$ cat src/rtl/reg_file_pkg.sv
// Shared configuration for the architectural register file: default sizes,
// the hardwired-zero register index and common scalar types.
package reg_file_pkg;

    localparam int unsigned DEF_ROB_SIZE_WIDTH = 4;
    localparam int unsigned DEF_REG_NUM        = 32;
    localparam int unsigned XLEN               = 32;
    localparam int unsigned REG_IDX_W          = 5;

    typedef logic [XLEN-1:0]      word_t;
    typedef logic [REG_IDX_W-1:0] reg_idx_t;

    localparam reg_idx_t REG_X0 = '0;

endpackage

$ cat src/rtl/reg_file_if.sv
// Issue/commit/lookup bundle between the register file (slave) and the
// RoB/decoder side (master).
interface reg_file_if #(
    parameter int unsigned ROB_SIZE_WIDTH = reg_file_pkg::DEF_ROB_SIZE_WIDTH
);
    logic                      rdy;
    logic                      clear;
    logic [ROB_SIZE_WIDTH-1:0] issue_rob_id;
    logic [4:0]                issue_rd;
    logic [ROB_SIZE_WIDTH-1:0] commit_rob_id;
    logic [4:0]                commit_rd;
    logic [31:0]               commit_value;
    logic [4:0]                rs1;
    logic [4:0]                rs2;
    logic [31:0]               val1;
    logic [31:0]               val2;
    logic                      dep1_busy;
    logic                      dep2_busy;
    logic [ROB_SIZE_WIDTH-1:0] dep1;
    logic [ROB_SIZE_WIDTH-1:0] dep2;
    logic [ROB_SIZE_WIDTH-1:0] get_rob_id1;
    logic [ROB_SIZE_WIDTH-1:0] get_rob_id2;
    logic                      get_ready1;
    logic                      get_ready2;
    logic [31:0]               get_value1;
    logic [31:0]               get_value2;

    modport slave (
        input  rdy, clear, issue_rob_id, issue_rd, commit_rob_id, commit_rd,
               commit_value, rs1, rs2, get_ready1, get_ready2, get_value1,
               get_value2,
        output val1, val2, dep1_busy, dep2_busy, dep1, dep2, get_rob_id1,
               get_rob_id2
    );

    modport master (
        output rdy, clear, issue_rob_id, issue_rd, commit_rob_id, commit_rd,
               commit_value, rs1, rs2, get_ready1, get_ready2, get_value1,
               get_value2,
        input  val1, val2, dep1_busy, dep2_busy, dep1, dep2, get_rob_id1,
               get_rob_id2
    );

endinterface

$ cat src/rtl/reg_file.sv
// Architectural register file with per-register rename status (busy + RoB tag)
// and two combinational operand read ports with commit/RoB forwarding.
module reg_file
    import reg_file_pkg::*;
#(
    parameter int unsigned ROB_SIZE_WIDTH = DEF_ROB_SIZE_WIDTH,
    parameter int unsigned REG_NUM        = DEF_REG_NUM
) (
    input logic       clk,
    input logic       rst_n,
    reg_file_if.slave bus
);

    typedef logic [ROB_SIZE_WIDTH-1:0] tag_t;

    typedef struct packed {
        word_t val;
        logic  busy;
        tag_t  dep;
        tag_t  get_id;
    } rd_res_t;

    word_t   r_regs [REG_NUM];
    logic    r_busy [REG_NUM];
    tag_t    r_tag  [REG_NUM];
    rd_res_t w_rd1;
    rd_res_t w_rd2;

    // Later non-blocking writes win: clear overrides commit's busy release,
    // and issue overrides commit's busy release on the same rd.
    always_ff @(posedge clk or negedge rst_n) begin
        if (!rst_n) begin
            for (int unsigned i = 0; i < REG_NUM; i++) begin
                r_regs[i] <= '0;
                r_busy[i] <= 1'b0;
                r_tag[i]  <= '0;
            end
        end else if (bus.rdy) begin
            if (bus.commit_rd != REG_X0) begin
                r_regs[bus.commit_rd] <= bus.commit_value;
                if (r_busy[bus.commit_rd] && r_tag[bus.commit_rd] == bus.commit_rob_id)
                    r_busy[bus.commit_rd] <= 1'b0;
            end
            if (bus.clear) begin
                for (int unsigned i = 0; i < REG_NUM; i++) begin
                    r_busy[i] <= 1'b0;
                    r_tag[i]  <= '0;
                end
            end else if (bus.issue_rd != REG_X0) begin
                r_busy[bus.issue_rd] <= 1'b1;
                r_tag[bus.issue_rd]  <= bus.issue_rob_id;
            end
        end
    end

    function automatic rd_res_t read_port(input reg_idx_t rs, input logic ready,
                                          input word_t value);
        rd_res_t res;
        res = '0;
        if (rs == REG_X0) begin
            res = '0;
        end else if (!r_busy[rs]) begin
            res.val = r_regs[rs];
        end else begin
            res.get_id = r_tag[rs];
            if (bus.rdy && bus.commit_rd == rs && bus.commit_rob_id == r_tag[rs])
                res.val = bus.commit_value;
            else if (ready)
                res.val = value;
            else begin
                res.busy = 1'b1;
                res.dep  = r_tag[rs];
            end
        end
        return res;
    endfunction

    always_comb begin
        w_rd1 = read_port(bus.rs1, bus.get_ready1, bus.get_value1);
        w_rd2 = read_port(bus.rs2, bus.get_ready2, bus.get_value2);
    end

    assign bus.val1        = w_rd1.val;
    assign bus.dep1_busy   = w_rd1.busy;
    assign bus.dep1        = w_rd1.dep;
    assign bus.get_rob_id1 = w_rd1.get_id;
    assign bus.val2        = w_rd2.val;
    assign bus.dep2_busy   = w_rd2.busy;
    assign bus.dep2        = w_rd2.dep;
    assign bus.get_rob_id2 = w_rd2.get_id;

endmodule

$ cat src/flat_wrapper.sv
// flat-port wrapper written by rule: the top's interface ports become plain ports
module reg_file_flat import reg_file_pkg::*;
#(
    parameter int unsigned ROB_SIZE_WIDTH = DEF_ROB_SIZE_WIDTH,
    parameter int unsigned REG_NUM        = DEF_REG_NUM
)
  (clk, rst_n, bus_rdy, bus_clear, bus_issue_rob_id, bus_issue_rd, bus_commit_rob_id, bus_commit_rd, bus_commit_value, bus_rs1, bus_rs2, bus_get_ready1, bus_get_ready2, bus_get_value1, bus_get_value2, bus_val1, bus_val2, bus_dep1_busy, bus_dep2_busy, bus_dep1, bus_dep2, bus_get_rob_id1, bus_get_rob_id2);
  reg_file_if #(.ROB_SIZE_WIDTH(ROB_SIZE_WIDTH)) bus_i ();
  input logic clk;
  input logic rst_n;
  input wire logic [$bits(bus_i.rdy)-1:0] bus_rdy;
  input wire logic [$bits(bus_i.clear)-1:0] bus_clear;
  input wire logic [$bits(bus_i.issue_rob_id)-1:0] bus_issue_rob_id;
  input wire logic [$bits(bus_i.issue_rd)-1:0] bus_issue_rd;
  input wire logic [$bits(bus_i.commit_rob_id)-1:0] bus_commit_rob_id;
  input wire logic [$bits(bus_i.commit_rd)-1:0] bus_commit_rd;
  input wire logic [$bits(bus_i.commit_value)-1:0] bus_commit_value;
  input wire logic [$bits(bus_i.rs1)-1:0] bus_rs1;
  input wire logic [$bits(bus_i.rs2)-1:0] bus_rs2;
  input wire logic [$bits(bus_i.get_ready1)-1:0] bus_get_ready1;
  input wire logic [$bits(bus_i.get_ready2)-1:0] bus_get_ready2;
  input wire logic [$bits(bus_i.get_value1)-1:0] bus_get_value1;
  input wire logic [$bits(bus_i.get_value2)-1:0] bus_get_value2;
  output wire logic [$bits(bus_i.val1)-1:0] bus_val1;
  output wire logic [$bits(bus_i.val2)-1:0] bus_val2;
  output wire logic [$bits(bus_i.dep1_busy)-1:0] bus_dep1_busy;
  output wire logic [$bits(bus_i.dep2_busy)-1:0] bus_dep2_busy;
  output wire logic [$bits(bus_i.dep1)-1:0] bus_dep1;
  output wire logic [$bits(bus_i.dep2)-1:0] bus_dep2;
  output wire logic [$bits(bus_i.get_rob_id1)-1:0] bus_get_rob_id1;
  output wire logic [$bits(bus_i.get_rob_id2)-1:0] bus_get_rob_id2;
  assign bus_i.rdy = bus_rdy;
  assign bus_i.clear = bus_clear;
  assign bus_i.issue_rob_id = bus_issue_rob_id;
  assign bus_i.issue_rd = bus_issue_rd;
  assign bus_i.commit_rob_id = bus_commit_rob_id;
  assign bus_i.commit_rd = bus_commit_rd;
  assign bus_i.commit_value = bus_commit_value;
  assign bus_i.rs1 = bus_rs1;
  assign bus_i.rs2 = bus_rs2;
  assign bus_i.get_ready1 = bus_get_ready1;
  assign bus_i.get_ready2 = bus_get_ready2;
  assign bus_i.get_value1 = bus_get_value1;
  assign bus_i.get_value2 = bus_get_value2;
  assign bus_val1 = bus_i.val1;
  assign bus_val2 = bus_i.val2;
  assign bus_dep1_busy = bus_i.dep1_busy;
  assign bus_dep2_busy = bus_i.dep2_busy;
  assign bus_dep1 = bus_i.dep1;
  assign bus_dep2 = bus_i.dep2;
  assign bus_get_rob_id1 = bus_i.get_rob_id1;
  assign bus_get_rob_id2 = bus_i.get_rob_id2;
  reg_file #(.ROB_SIZE_WIDTH(ROB_SIZE_WIDTH), .REG_NUM(REG_NUM)) u_core (.clk(clk), .rst_n(rst_n), .bus(bus_i));
endmodule
$ cat config.mk
export PLATFORM = sky130hd
export DESIGN_NAME = reg_file_flat
export DESIGN_NICKNAME = d
export VERILOG_FILES = /design/src/rtl/reg_file_pkg.sv /design/src/rtl/reg_file_if.sv /design/src/rtl/reg_file.sv /design/src/flat_wrapper.sv
export SDC_FILE = /design/constraint.sdc
export NUM_CORES = 2
export LEC_CHECK = 0
export BUFFER_PORTS_ARGS = -buffer_cell sky130_fd_sc_hd__buf_4
export CORE_UTILIZATION = 57
export CTS_CLUSTER_DIAMETER = 100
export DETAILED_ROUTE_END_ITERATION = 10
export PLACE_DENSITY = 0.77
export RECOVER_POWER = 25
export SYNTH_ARGS = -nofsm -noshare
export SYNTH_HDL_FRONTEND = slang
export SYNTH_SLANG_ARGS = --single-unit
$ cat constraint.sdc
create_clock -name clk -period 3.15 [get_ports clk]
set_clock_uncertainty 0.15 [all_clocks]
set_input_delay 0.1575 -clock clk [delete_from_list [all_inputs] [get_ports clk]]
set_output_delay 0.1575 -clock clk [all_outputs]
set_load 0.01 [all_outputs]
# After elaboration in Yosys (flattened, before gate mapping)
# Index checks and enable logic that the tools add are counted.
[op_classes]
mux = 55
n_eq_ne = 5
bitwise_logic = 7
magnitude_cmp = 6
reduce_logical = 14
[ops]
columns = ["op", "n"]
rows = [
  ["bitwise mux 1024 bit", 1],
  ["2-to-1 mux 32 bit", 16],
  ["binary-select mux 32 bit (select 5 bit)", 2],
  ["2-to-1 mux 128 bit", 2],
  ["demux 32 bit (select 5 bit)", 1],
  ["bitwise mux 128 bit", 1],
  ["2-to-1 mux 41 bit", 2],
  ["binary-select mux 4 bit (select 5 bit)", 3],
  ["bitwise AND 32 bit", 1],
  ["inverter 32 bit", 1],
  ["OR 32 bit", 1],
  ["2-to-1 mux 4 bit", 7],
  [">= comparator 6 bit, second input constant", 4],
  ["inverter 5 -> 6 bit", 4],
  ["demux 4 bit (select 5 bit)", 1],
  ["2-to-1 mux 5 bit", 4],
  ["2-to-1 mux 9 bit", 2],
  ["binary-select mux 1 bit (select 5 bit)", 3],
  ["== test 4 bit", 3],
  ["< comparator 6 x 1 -> 1 bit, second input constant", 2],
  ["demux 1 bit (select 5 bit)", 2],
  ["== test 5 bit", 2],
  ["logical NOT 5 bit", 2],
  ["nonzero test 5 bit", 2],
  ["4 further kinds", 18],
]
[word_totals]
register_bits = 1184

# Depth between registers and ports, before layout
[logic_depth]
depth_word = 13
mapped_depth = 13
depth_no_buf = 7

# Worst setup path before layout
# No wires, ideal clock.
[synth_timing]
path_type = "input to output"
start = "input port bus_rs2[0]"
end = "output port bus_val2[30]"
path_buffers = 3
slack_ns = 0.080
t_required_ns = 2.842
t_arrival_ns = 2.762
cell_stages = 10
cell_sequence = "buf_6 > buf_12 > mux4_1 > mux2_2 > nand3_1 > and4_1 > mux2i_1 > clkbuf_1 > o211ai_2 > a21oi_2"
[synth_between]
elab_chain_cells = 9
[synth_lines]
columns = ["item", "line_no", "rtl"]
rows = [
  ["start: declaration", "flat_wrapper.sv:19", "input wire logic [$bits(bus_i.rs2)-1:0] bus_rs2;"],
  ["inverter 5 -> 6 bit (not written as such)", "reg_file.sv:62, reg_file.sv:63, reg_file.sv:66", ""],
  ["binary-select mux 4 bit (select 5 bit)", "reg_file.sv:66", "if (bus.rdy && bus.commit_rd == rs && bus.commit_rob_id == r_tag[rs])"],
  ["2-to-1 mux 4 bit (not written as such) (2 in series)", "reg_file.sv:66", ""],
  ["== test 4 bit", "reg_file.sv:66", ""],
  ["logical AND 1 bit", "reg_file.sv:66", ""],
  ["2-to-1 mux 32 bit", "reg_file.sv:66", ""],
  ["2-to-1 mux 32 bit", "reg_file.sv:62", "end else if (!r_busy[rs]) begin"],
  ["2-to-1 mux 41 bit *", "reg_file.sv:60", "if (rs == REG_X0) begin"],
  ["end: declaration", "flat_wrapper.sv:25", "output wire logic [$bits(bus_i.val2)-1:0] bus_val2;"],
]
# Every way passes the cells marked *; elsewhere a longest branch is shown, timed or not. The select of a mux whose other input is x is not followed.

# Worst setup path in the final report
[layout_timing]
start = "register u_core.r_busy[7] (netlist name)"
end = "output port bus_val1[12]"
[layout_between]
elab_chain_cells = 5
[layout_lines]
columns = ["item", "line_no", "rtl"]
rows = [
  ["start: declaration", "reg_file.sv:24", "logic r_busy [REG_NUM];"],
  ["start signal: indexed assignment", "reg_file.sv:35", "r_busy[i] <= 1'b0;"],
  ["start signal: indexed assignment", "reg_file.sv:42", "r_busy[bus.commit_rd] <= 1'b0;"],
  ["start signal: indexed assignment", "reg_file.sv:46", "r_busy[i] <= 1'b0;"],
  ["binary-select mux 1 bit (select 5 bit)", "reg_file.sv:62", ""],
  ["2-to-1 mux 1 bit (not written as such) (2 in series)", "reg_file.sv:62", ""],
  ["2-to-1 mux 32 bit", "reg_file.sv:62", ""],
  ["2-to-1 mux 41 bit", "reg_file.sv:60", ""],
  ["end: declaration", "flat_wrapper.sv:24", "output wire logic [$bits(bus_i.val1)-1:0] bus_val1;"],
]
# No other way between the ends. The select of a mux whose other input is x is not followed.

==> qor.yml <==
outcome:
  status: "complete, but fails checks"
  violations: "capacitance limit, slew limit, setup timing"
yosys:
  netlist_area_sq_um: 67700
  yosys_warnings: 0
  ys_seq_area_frac: 0.438
  ys_types: 65
  synthTopCellsByArea: "dfrtp_1, mux4_2, mux2_2"
  yosys-top-cells-count: "dfrtp_1, mux2_2, mux4_2"
  syn_inst: 4578
  yosys.area.top_type: "dfrtp_1"
  synth-main-ff-cell: "dfrtp_1"
  yosysMostFrequentCell: "dfrtp_1"
  syn_area_per_cell_sq_um: 14.8
  synth_seq_cells: 1184
  synthArstFlopShare: 1.00
  synth_edf_count: 0
  syn-num-nets: 4708
  netlist.area_leader.share: 0.438
clock_tree:
  cts_sinks: 1184
  insertion_delay_ns: 0.77
  htreeDepth: 4
  clkTransAtPathRegs_ns: 0.06
  cts_tree: "built"
  ctsLongestPathBuffers: 3
  clockRootBuffer: "clkbuf_16"
  cts_inserted_buffers: 130
min_path:
  hp-class: "in2reg"
sta:
  maxSlewHeadroom: -0.840
  final-setup-viol-count: 537
  finalCritPeriodShare: 1.27
  fin_tns_setup_ns: -103.54
  finalHoldWorstSlack_ns: 0.0595
  worst_pin_slew_ns: 2.76
  period_needed_ns: 4.00
  rsz0062_at_grt: "yes"
  hold_viol_final: 0
  layout_setup_ws_ns: -0.848
  max_freq_mhz: 250
  slew_viol_final: 97
floorplanning:
  io_pins: 212
  num_rows: 126
  initial_core_util: 0.574
  die_area_sq_um: 120000
  die_h_microns: 347
  die_w_microns: 347
  core_sq_um: 118000
finish:
  stdcell_area_sq_um: 80500
  drive_gt1_frac: 0.590
  nets: 5018
  fin_util: 0.682
  fillers: 7547
  area_delta_synth_final_pct: 18.9
setup_path:
  crit_family: "multiplexers"
  cp_max_fo: 8
  critPathSlowestCell: "mux4_2"
  path_cells: "mux4_2, mux4_2, mux2i_4, buf_6, buf_12, buf_12, buf_16, buf_4, nor2_1, o21ai_1, a211oi_1, a211oi_2, buf_4"
  cp.arrival_ns: 3.69
  crit_path_end_kind: "output pin"
  critPathKind: "reg2out"
  critPathLaunchType: "flop"
  crit_required_ns: 2.84
  critPathMaxStageDelay_ns: 0.51
  critPathBufInv: 6
power:
  ir_worst_vdd_mv: 0.546
  p_comb_frac: 0.234
  powerDensity_nw_per_um2: 573
  swShare: 0.278
  p_leak_nw: 33.9
  power_switching_mw: 12.8
  finalPower_mw: 46.1
  power_frac_seq: 0.428
  intPower_mw: 33.3
  clkPwrFrac: 0.339
routing:
  num_vias: 48547
  avgViaCountPerCell: 7.44
  drt-total-wl_microns: 226000
  post_drt_wl_per_cell_microns: 34.7
  drt_iter0_markers: 6486
  firstDrtPassIters: 6
  postRouteAntennaNets: 0
  drc: 0
job:
  cap_viol_max_count: 2
global_route:
  grt_max_degree: 99
  grt_pass1_wl_microns: 329000
  grt_pass1_vias: 49332
  antenna_found_initial: 6
  grt_remaining_overflow: 0
  grt_usage: 0.372
place:
  place_congestion: 0.934
  place_area_sq_um: 73400
  dpl.hpwl_microns: 133000
  portBuffers: 211
worst paths after layout:
path | depth (start not counted) | slack [ns] | start | end
setup / recovery | 13 | -0.85 | u_core.r_busy[7] | bus_val1[12]
hold / removal | 5 | 0.06 | bus_commit_rd[2] | u_core.r_busy[23]
setup reg to reg | 10 | 0.13 | u_core.r_tag[81] | u_core.r_busy[15]
hold reg to reg | 0 | 0.25 | u_core.r_regs[993] | u_core.r_regs[993]
max in group asynchronous | 4 | -0.24 | rst_n | u_core.r_tag[10]
min in group asynchronous | 3 | 1.60 | rst_n | u_core.r_regs[526]
routing by layer:
layer | up-vias | track usage | share of wire
met5 | - | 0 | 0.000057
met4 | 2 | 0.191 | 0.064
met3 | 877 | 0.112 | 0.13
met2 | 3637 | 0.554 | 0.45
met1 | 25427 | 0.499 | 0.36
li1 | 18604 | - | -
worst register-to-register path, delay by kind of cell, from the launching register on:
kind	cells	cell delay (ns)
flip-flops	1	0.39
buffers and inverters	3	0.50
AO/OA/AOI/OAI	2	0.54
AND/OR/NAND/NOR	3	0.65
XOR/XNOR	1	0.20
multiplexers	1	0.47
placed cells by master (no fill, tap or decap), types with 56 or more instances in the layout:
cell and instances:
a211oi_2 56, buf_12 122, buf_4 464, dfrtp_1 1184
mux2_2 1028, a21oi_1 61, o21ai_0 159, clkbuf_16 140
nand3_1 155, mux4_2 760, mux2i_1 62
final cells by class:
cell class,count,area [sq um],area share
diodes,6,15.0,0.000187
clock buffers,189,3840,0.0477
clock inverters,40,500,0.00622
inverters,7,32.5,0.000404
multi-input cells,2840,36800,0.457
flip-flops and latches,1184,29600,0.368
well taps,1536,1920,0.0239
repair buffers,725,7710,0.0959
sequential cells by signal (all words and copies together), names as in the netlist:
| name | count |
|---|---|
| u_core.r_regs | 1024 |
| u_core.r_busy | 32 |
| u_core.r_tag | 128 |
logic make-up after synthesis:
| group | count (synthesis) | share of synthesized area |
|---|---|---|
| xor gates and xnor gates | 17 | 0.00231 |
| AOI/OAI and AO/OA | 562 | 0.0581 |
| and+or+nand+nor | 396 | 0.0292 |
| muxes | 1865 | 0.437 |
| buffers and inverters | 554 | 0.0360 |
| DFF | 1184 | 0.438 |
stage by stage:
stage | worst slack [ns] | std cells
after floorplan | 0.0802 | 4578
after global placement | -0.515 | 6155
after detailed placement | -0.547 | 6155
after CTS | -0.730 | 6488
after global routing | -0.894 | 6523
final | -0.848 | 6527
power groups by stage:
| stage | combinational (mW) | sequential [mW] | clock [mW] |
|---|---|---|---|
| 2_1_floorplan | 7.16 | 19.1 | 0 |
| 6_report | 10.8 | 19.7 | 15.6 |
| 3_5_place_dp | 10.1 | 19.8 | 0 |
| 5_1_grt | 11.3 | 20.0 | 16.2 |
| 4_1_cts | 10.5 | 19.6 | 15.7 |
| 3_3_place_gp | 9.88 | 19.6 | 0 |
timing repair:
action / CTS / global route
hold buffers: 46 / 0
resized for setup: 200 / 149
endpoints found under the hold margin: 1873 / 0
pin swaps: 43 / 61
buffers inserted: 47 / 31
setup endpoints to repair: 82 / 82
cloned: 17 / 8
(Power assumes the default switching activity.)
